--- src/rtl/keypad_pkg.sv ---
// keypad_pkg: key layout lookup, FSM states and bounce LFSR taps for the keypad emulator.
package keypad_pkg;
  typedef enum logic [2:0] {IDLE, BOUNCE_IN, HELD, BOUNCE_OUT, GAP} state_t;
  localparam logic [7:0] LFSR_TAPS = 8'hB8;
  function automatic logic [3:0] key_pos(input logic [3:0] code);
    key_pos = 4'h0;
    case (code)
      4'h1: key_pos = 4'h0;
      4'h2: key_pos = 4'h1;
      4'h3: key_pos = 4'h2;
      4'hA: key_pos = 4'h3;
      4'h4: key_pos = 4'h4;
      4'h5: key_pos = 4'h5;
      4'h6: key_pos = 4'h6;
      4'hB: key_pos = 4'h7;
      4'h7: key_pos = 4'h8;
      4'h8: key_pos = 4'h9;
      4'h9: key_pos = 4'hA;
      4'hC: key_pos = 4'hB;
      4'hE: key_pos = 4'hC;
      4'h0: key_pos = 4'hD;
      4'hF: key_pos = 4'hE;
      4'hD: key_pos = 4'hF;
    endcase
  endfunction
endpackage

--- src/rtl/bounce_lfsr.sv ---
// bounce_lfsr: 8-bit Fibonacci LFSR, x^8+x^6+x^5+x^4+1, advancing only while enabled.
module bounce_lfsr import keypad_pkg::*; #(
  parameter logic [7:0] SEED = 8'hA5
) (
  input  logic ph1,
  input  logic reset,
  input  logic en,
  output logic bounce
);
  logic [7:0] q;
  always_ff @(posedge ph1 or posedge reset)
    if (reset) q <= SEED;
    else if (en) q <= {q[6:0], ^(q & LFSR_TAPS)};
  assign bounce = q[0];
endmodule

--- src/rtl/keypad_emulator.sv ---
// keypad_emulator: answers a 4x4 keypad column scan on rows, pressing one requested key
// at a time with contact bounce, programmable hold and an inter-key gap.
module keypad_emulator import keypad_pkg::*; #(
  parameter int BOUNCE_CYCLES = 8,
  parameter int GAP_CYCLES = 4,
  parameter int HOLD_W = 16,
  parameter logic [7:0] LFSR_SEED = 8'hA5
) (
  input  logic ph1,
  input  logic reset,
  input  logic [3:0] columns,
  output logic [3:0] rows,
  input  logic key_valid,
  input  logic [3:0] key_code,
  input  logic [HOLD_W-1:0] hold_cycles,
  output logic key_ready,
  output logic pressed,
  output logic done
);
  localparam int MX = BOUNCE_CYCLES > GAP_CYCLES ? BOUNCE_CYCLES : GAP_CYCLES;
  localparam int CW = HOLD_W > $clog2(MX + 1) ? HOLD_W : $clog2(MX + 1);
  localparam logic [CW-1:0] B_LD = CW'(BOUNCE_CYCLES);
  localparam logic [CW-1:0] G_LD = CW'(GAP_CYCLES);
  localparam bit NB = BOUNCE_CYCLES == 0;
  state_t state, state_n;
  logic [CW-1:0] cnt, cnt_n;
  logic [1:0] row_r, col_r;
  logic [HOLD_W-1:0] hold_r;
  logic last, bounce;
  function automatic logic [CW-1:0] hold_ld(input logic [HOLD_W-1:0] h);
    return h == '0 ? CW'(1) : CW'(h);
  endfunction
  bounce_lfsr #(.SEED(LFSR_SEED)) u_lfsr (
    .ph1(ph1),
    .reset(reset),
    .en(state == BOUNCE_IN || state == BOUNCE_OUT),
    .bounce(bounce)
  );
  assign last = cnt == CW'(1);
  assign key_ready = state == IDLE;
  assign done = state == GAP && last;
  assign pressed = state == HELD || ((state == BOUNCE_IN || state == BOUNCE_OUT) && bounce);
  // Purely combinational like a real contact: no register between columns and rows.
  assign rows = (pressed && columns[col_r]) ? 4'b0001 << row_r : 4'b0000;
  always_comb begin
    state_n = state;
    cnt_n = state == IDLE ? cnt : cnt - CW'(1);
    case (state)
      IDLE:
        if (key_valid) begin
          state_n = NB ? HELD : BOUNCE_IN;
          cnt_n = NB ? hold_ld(hold_cycles) : B_LD;
        end
      BOUNCE_IN:
        if (last) begin
          state_n = HELD;
          cnt_n = hold_ld(hold_r);
        end
      HELD:
        if (last) begin
          state_n = NB ? GAP : BOUNCE_OUT;
          cnt_n = NB ? G_LD : B_LD;
        end
      BOUNCE_OUT:
        if (last) begin
          state_n = GAP;
          cnt_n = G_LD;
        end
      GAP:
        if (last) begin
          state_n = IDLE;
          cnt_n = '0;
        end
      default: begin
        state_n = IDLE;
        cnt_n = '0;
      end
    endcase
  end
  always_ff @(posedge ph1 or posedge reset)
    if (reset) begin
      state <= IDLE;
      cnt <= '0;
      row_r <= '0;
      col_r <= '0;
      hold_r <= '0;
    end else begin
      state <= state_n;
      cnt <= cnt_n;
      if (key_valid && key_ready) begin
        {row_r, col_r} <= key_pos(key_code);
        hold_r <= hold_cycles;
      end
    end
endmodule
--- config.mk ---
export PLATFORM = sky130hd
export DESIGN_NAME = keypad_emulator
export DESIGN_NICKNAME = d
export VERILOG_FILES = /design/src/rtl/keypad_pkg.sv /design/src/rtl/bounce_lfsr.sv /design/src/rtl/keypad_emulator.sv
export SDC_FILE = /design/constraint.sdc
export NUM_CORES = 1
export LEC_CHECK = 0
export ABC_AREA = 0
export CAP_MARGIN = 25
export CORE_UTILIZATION = 45
export CTS_BUF_LIST = sky130_fd_sc_hd__clkbuf_4
export DETAILED_ROUTE_END_ITERATION = 8
export MAX_ROUTING_LAYER = met4
export PLACE_DENSITY = 0.69
export SLEW_MARGIN = 20
export SYNTH_ARGS = -nofsm -noshare
export SYNTH_HDL_FRONTEND = slang
export SYNTH_SLANG_ARGS = --single-unit
--- constraint.sdc ---
create_clock -name ph1 -period 2.7 [get_ports ph1]
set_input_delay 0.27 -clock ph1 [delete_from_list [all_inputs] [get_ports ph1]]
set_output_delay 0.27 -clock ph1 [all_outputs]
set_load 0.01 [all_outputs]
[Yosys cells after proc, flatten, opt, wreduce, memory -nomap -nowiden]
Memory sizes are Yosys's and may differ from the RTL's. A register that Yosys moved wholly into a read port is not among the register bits.
Index checks and enable logic that the tools add are counted.
Word-level totals
  register bits after elaboration: 43
  ROM bits: 64
  input port bits: 27
  word-level logic and storage cells: 45
  memories: 1
Memories
  (no name shown): words 16, width 4, read ports 1, clocked after memory_dff 1, wr ports 0, line keypad_pkg.sv:7  | case (code)
Cells by class
  $add $sub $neg: 1
  magnitude comparators: 1
  equality and inequality tests: 10
  shift operators: 1
  muxes and demuxes: 17
  reductions and logical operators: 10
Operators by type and width (count)
  2-to-1 mux 16 bit: 7
  case mux 16 bit (5 select lines): 1
  equality test 16 x 1 -> 1 bit (second input constant): 1
  zero test 16 bit: 1
  subtractor 16 x 1 -> 16 bit (second input constant): 1
  2-to-1 mux 3 bit: 5
  case mux 3 bit (5 select lines): 1
  != test 2 bit (second input constant): 5
  parity 8 bit: 1
  equality test 3 x 2 -> 1 bit (second input constant): 2
  AND reduction 5 bit: 1
  logical AND 1 bit: 4
  2-to-1 mux 4 bit: 1
  left shift 1 x 2 -> 4 bit (first input constant): 1
  equality test 3 x 1 -> 1 bit (second input constant): 1
  equality test 3 bit (second input constant): 1
  zero test 3 bit: 1
  < comparator 2 x 3 -> 1 bit (second input constant): 1
  binary-select mux 1 bit (select 2 bit): 1
  logical OR 1 bit: 2
  2-to-1 mux 1 bit: 1

[Longest topological paths before layout]
  depth after elaboration: 6
  mapped depth: 8
  mapped depth without buffers: 7

[Modules after synthesis]
Synthesis repeated with hierarchy kept, for this count alone.
Second synthesis, totals
  cells, all modules: 292
  area total of the unflattened synthesis: 2580.0 sq um
By module, submodules not included
  keypad_emulator: instances 1, cells an instance 270, area each 2252.2 sq um, seq. area each 975.9 sq um
  bounce_lfsr: instances 1, cells an instance 22, area each 327.8 sq um, seq. area each 205.2 sq um

[Least setup slack after synthesis]
OpenSTA, ideal clock, no wires.
  kind: register to register
  from: register cnt[4]
  to: register state[0]
  data arrival time: 1.805 ns
  data required time: 2.622 ns
  slack: 0.817 ns
  cell stages (with the launch flop): 8
  buffers on the path: 2
  period minus slack after synthesis: 1.883 ns
  cells stage by stage: dfrtp_1 > buf_6 > nor4_4 > nand4_2 > and2_1 > buf_6 > or3_1 > a21oi_1
On the way
  cells in the longest elaborated chain, start to end: 3
  elaborated cells between the ends (all ways): 6
RTL lines
  from (decl): line keypad_emulator.sv:26  | logic [CW-1:0] cnt, cnt_n;
  from (signal assigned): line keypad_emulator.sv:89  | cnt <= cnt_n;
  equality test 16 x 1 -> 1 bit (*): line keypad_emulator.sv:39  | assign last = cnt == CW'(1);
  != test 2 bit (no source line)
  AND reduction 5 bit (no source line) (*)
  to (signal assigned): line keypad_emulator.sv:88  | state <= state_n;
  to (decl): line keypad_emulator.sv:25  | state_t state, state_n;
Mark *: on every way between the ends. The rest lies on a longest branch, timed or not.
A chain may end at the register's enable or synchronous reset.

[Final worst setup path]
  from: register state[0]
  to: output key_ready
On the way
  cells in the longest elaborated chain, start to end: 1
RTL lines
  zero test 3 bit: line keypad_emulator.sv:40  | assign key_ready = state == IDLE;
  to (decl): line keypad_emulator.sv:16  | output logic key_ready,
Every way passes these cells.

==> flow_summary.json <==
{
  "syn_area_mm2": 0.00264,
  "routed-via-count": 2270,
  "drc": 0,
  "grt_pass1_vias": 2139,
  "cp_max_fo": 12,
  "multi_input_area_mm2": 0.00136,
  "area_growth_pct": 18.1,
  "internal-power_mw": 0.854,
  "routabilityCongestion": 0.911,
  "numCtsBuffers": 5,
  "io_buffer_count": 33,
  "grt_antenna_before_repair": 0,
  "syn-mean-instance-area_um2": 9.01,
  "ys_ff_latch": 47,
  "ys_seq_area_share_pct": 44.8,
  "clockBufferDepth": 2,
  "finalHoldViolCount": 0,
  "postSynth.asyncResetShare_pct": 100,
  "wl_per_cell_um": 14.8,
  "synthTopCellsByCount": "nand2_1 (73), dfrtp_1 (43), nor2_1 (16), o21ai_0 (16), clkbuf_1 (12)",
  "coreArea_mm2": 0.00557,
  "crit_type": "register to output port",
  "grt_pass1_wl_mm": 10.3,
  "ys.flop_type": "dfrtp_1",
  "start_kind": "register",
  "yosys_warnings": 0,
  "drive_above_1_share_pct": 11.0,
  "hold_class": "input port to asynchronous set/reset pin",
  "dieHeight_um": 78.6,
  "dp_hpwl_mm": 4.36,
  "synth-edff-count": 0,
  "clock_latency_ns": 0.36,
  "timing.final.crit_share_pct": 90.0,
  "cts_tree": "done",
  "use_met1_pct": 29.9,
  "synthCells": 293,
  "drv_cap": 0,
  "grt-ovfl-total": 0,
  "cp.arrival_ns": 2.16,
  "run_status": "finished clean",
  "start_util_pct": 47.3,
  "grt_max_degree": 48,
  "power_frac_clock_pct": 29.4,
  "skew_ns": 0.0102,
  "syn_nets": 322,
  "placed_area_mm2": 0.00305,
  "final_antenna_net_count": 0,
  "synth_cell_types": 50,
  "die_area_mm2": 0.00617,
  "rsz0062_at_grt": "false",
  "crit_path_end_kind": "output port",
  "pwr-share-comb_pct": 6.6,
  "rows": 27,
  "holdWs_ns": 0.356,
  "setup_viol": 0,
  "grt_busiest_layer": "met2",
  "grt_usage_pct": 22.0,
  "clk_pin_slew_ns": 0.13,
  "grt_util_met3_pct": 4.19,
  "clock_sinks": 47,
  "p_sw_share_pct": 22.4,
  "drt_iter0_drc": 106,
  "fin_crit_ns": 2.43,
  "fmax_ghz": 0.412,
  "die_w_um": 78.6,
  "wirelength_mm": 5.93,
  "clock-root-buffer": "clkbuf_4",
  "diodes": 0,
  "p_leak_nw": 1.33,
  "p_seq_share_pct": 64.0,
  "finalSetupTns_ns": 0,
  "ios": 34,
  "yosysTopAreaCell": "dfrtp_1",
  "regArea_mm2": 0.00118,
  "nNetsFinal": 356,
  "fin_area_mm2": 0.00312,
  "grt_use_met2_pct": 32.9,
  "cts_max_level": 2,
  "finalMaxSlewViolations": 0,
  "dr.pass1.iters": 4,
  "fillers": 546,
  "ir_worst_vdd_mv": 0.267,
  "power_density_mw_per_mm2": 353,
  "worstMarginPinSlew_ns": 0.574,
  "yosysTopAreaCellShare_pct": 40.8,
  "worstPathRequired_ns": 2.43,
  "synth_most_common_cell": "nand2_1",
  "synthTopCellsByArea": "dfrtp_1 (41%), nand2_1 (10%), dfstp_2 (4.0%)",
  "via_per_inst": 5.68,
  "power_switching_mw": 0.247,
  "slew_headroom_pct": 61.7
}
## flip-flops by register name (all words and copies together), names as in the netlist
| signal | flops |
|---|---|
| u_lfsr.q | 8 |
| row_r | 2 |
| cnt | 16 |
| hold_r | 16 |
| state | 3 |
| col_r | 2 |
## timing repair
| item | in CTS | in global routing |
|---|---|---|
| hold endpoints to repair | 0 | 0 |
| gates resized for setup | 0 | 1 |
| endpoints found under the setup margin | 0 | 1 |
| hold buffers | 0 | 0 |
| setup buffers | 0 | 1 |
## cells in the final DEF (no fill, tap or decap), drive strengths merged, types with 2 or more instances in the layout
cell type / synthesis / routed
a211o: 2 / 2
a21boi: 3 / 3
a21o: 2 / 2
a21oi: 9 / 9
a221o: 3 / 3
a311oi: 2 / 2
a32o: 3 / 3
and2: 3 / 3
and4: 3 / 3
buf: 3 / 9
clkbuf: 12 / 6
clkdlybuf4s50: 0 / 33
clkinv: 0 / 2
dfrtp: 43 / 43
dfstp: 4 / 4
ha: 2 / 2
inv: 10 / 10
mux2: 7 / 7
mux2i: 2 / 2
nand2: 73 / 73
nand2b: 2 / 2
nand3: 5 / 5
nand4: 3 / 3
nor2: 16 / 16
nor2b: 2 / 2
nor3: 9 / 9
nor4: 13 / 13
o211ai: 3 / 3
o21ai: 17 / 17
o22ai: 2 / 2
o31ai: 7 / 7
or3: 3 / 3
or4: 3 / 3
xnor2: 7 / 7
xor2: 3 / 3
## area by class of cell
| class | instances | share of cell area (%) |
|---|---|---|
| tap | 72 | 2.89 |
| clock buffer | 6 | 1.45 |
| multi-input combinational | 221 | 43.5 |
| clock inverter | 2 | 0.241 |
| inverter | 10 | 1.20 |
| sequential | 47 | 37.9 |
| timing repair buffer | 42 | 12.8 |
## final timing paths
| check | start | to | slack [ns] | cells after the start |
|---|---|---|---|---|
| setup / recovery | state[0] | key_ready | 0.27 | 3 |
| hold / removal | reset | u_lfsr.q[1] | 0.36 | 3 |
| setup reg to reg | cnt[2] | cnt[15] | 0.48 | 5 |
| hold reg to reg | col_r[1] | col_r[1] | 0.50 | 2 |
| max in group asynchronous | reset | hold_r[12] | 1.96 | 3 |
| min in group ph1 | hold_cycles[6] | hold_r[6] | 0.41 | 3 |
## per-stage QoR
stage | utilization, % | total power [mW] | instances | setup slack [ns]
after detailed placement | 54.7 | 0.792 | 391 | 0.569
after CTS | 55.6 | 1.11 | 399 | 0.136
final | 55.9 | 1.10 | 400 | 0.271
after global routing | 55.9 | 1.14 | 400 | 0.0541
after global placement | 54.7 | 0.791 | 391 | 0.569
after floorplan | - | 0.744 | 293 | 0.817
## cell families after synthesis
family / after synthesis / share of synthesized area [%]
xor gates and xnor gates: 10 / 3.32
and+or+nand+nor: 140 / 26.9
buffers and inverters: 25 / 4.17
adders and majority gates: 2 / 0.948
muxes: 10 / 4.60
DFF: 47 / 44.8
AOI/OAI and AO/OA: 59 / 15.3
## metal layers
layer  wire length, um  vias up  part of all wire, %
met5                 0        -                    0
met2              2750       65                   46
met3               267        8                  4.5
li1                  -     1110                    -
met1              2850     1087                   48
met4                68        0                  1.1
## critical path: stages (launching register included)
cell and delay, ns:
dfrtp_1 0.53, or3_1 0.49, inv_1 0.21, clkdlybuf4s50_1 0.57
## power groups by stage
stage          registers (mW)  clock network (mW)  logic, mW
4_1_cts                 0.704               0.330     0.0746
6_report                0.704               0.323     0.0730
2_1_floorplan           0.717                   0     0.0267
5_1_grt                 0.704               0.356     0.0815
3_5_place_dp            0.717                   0     0.0744
3_3_place_gp            0.717                   0     0.0735
No activity file was read; power rests on OpenSTA's default activity.
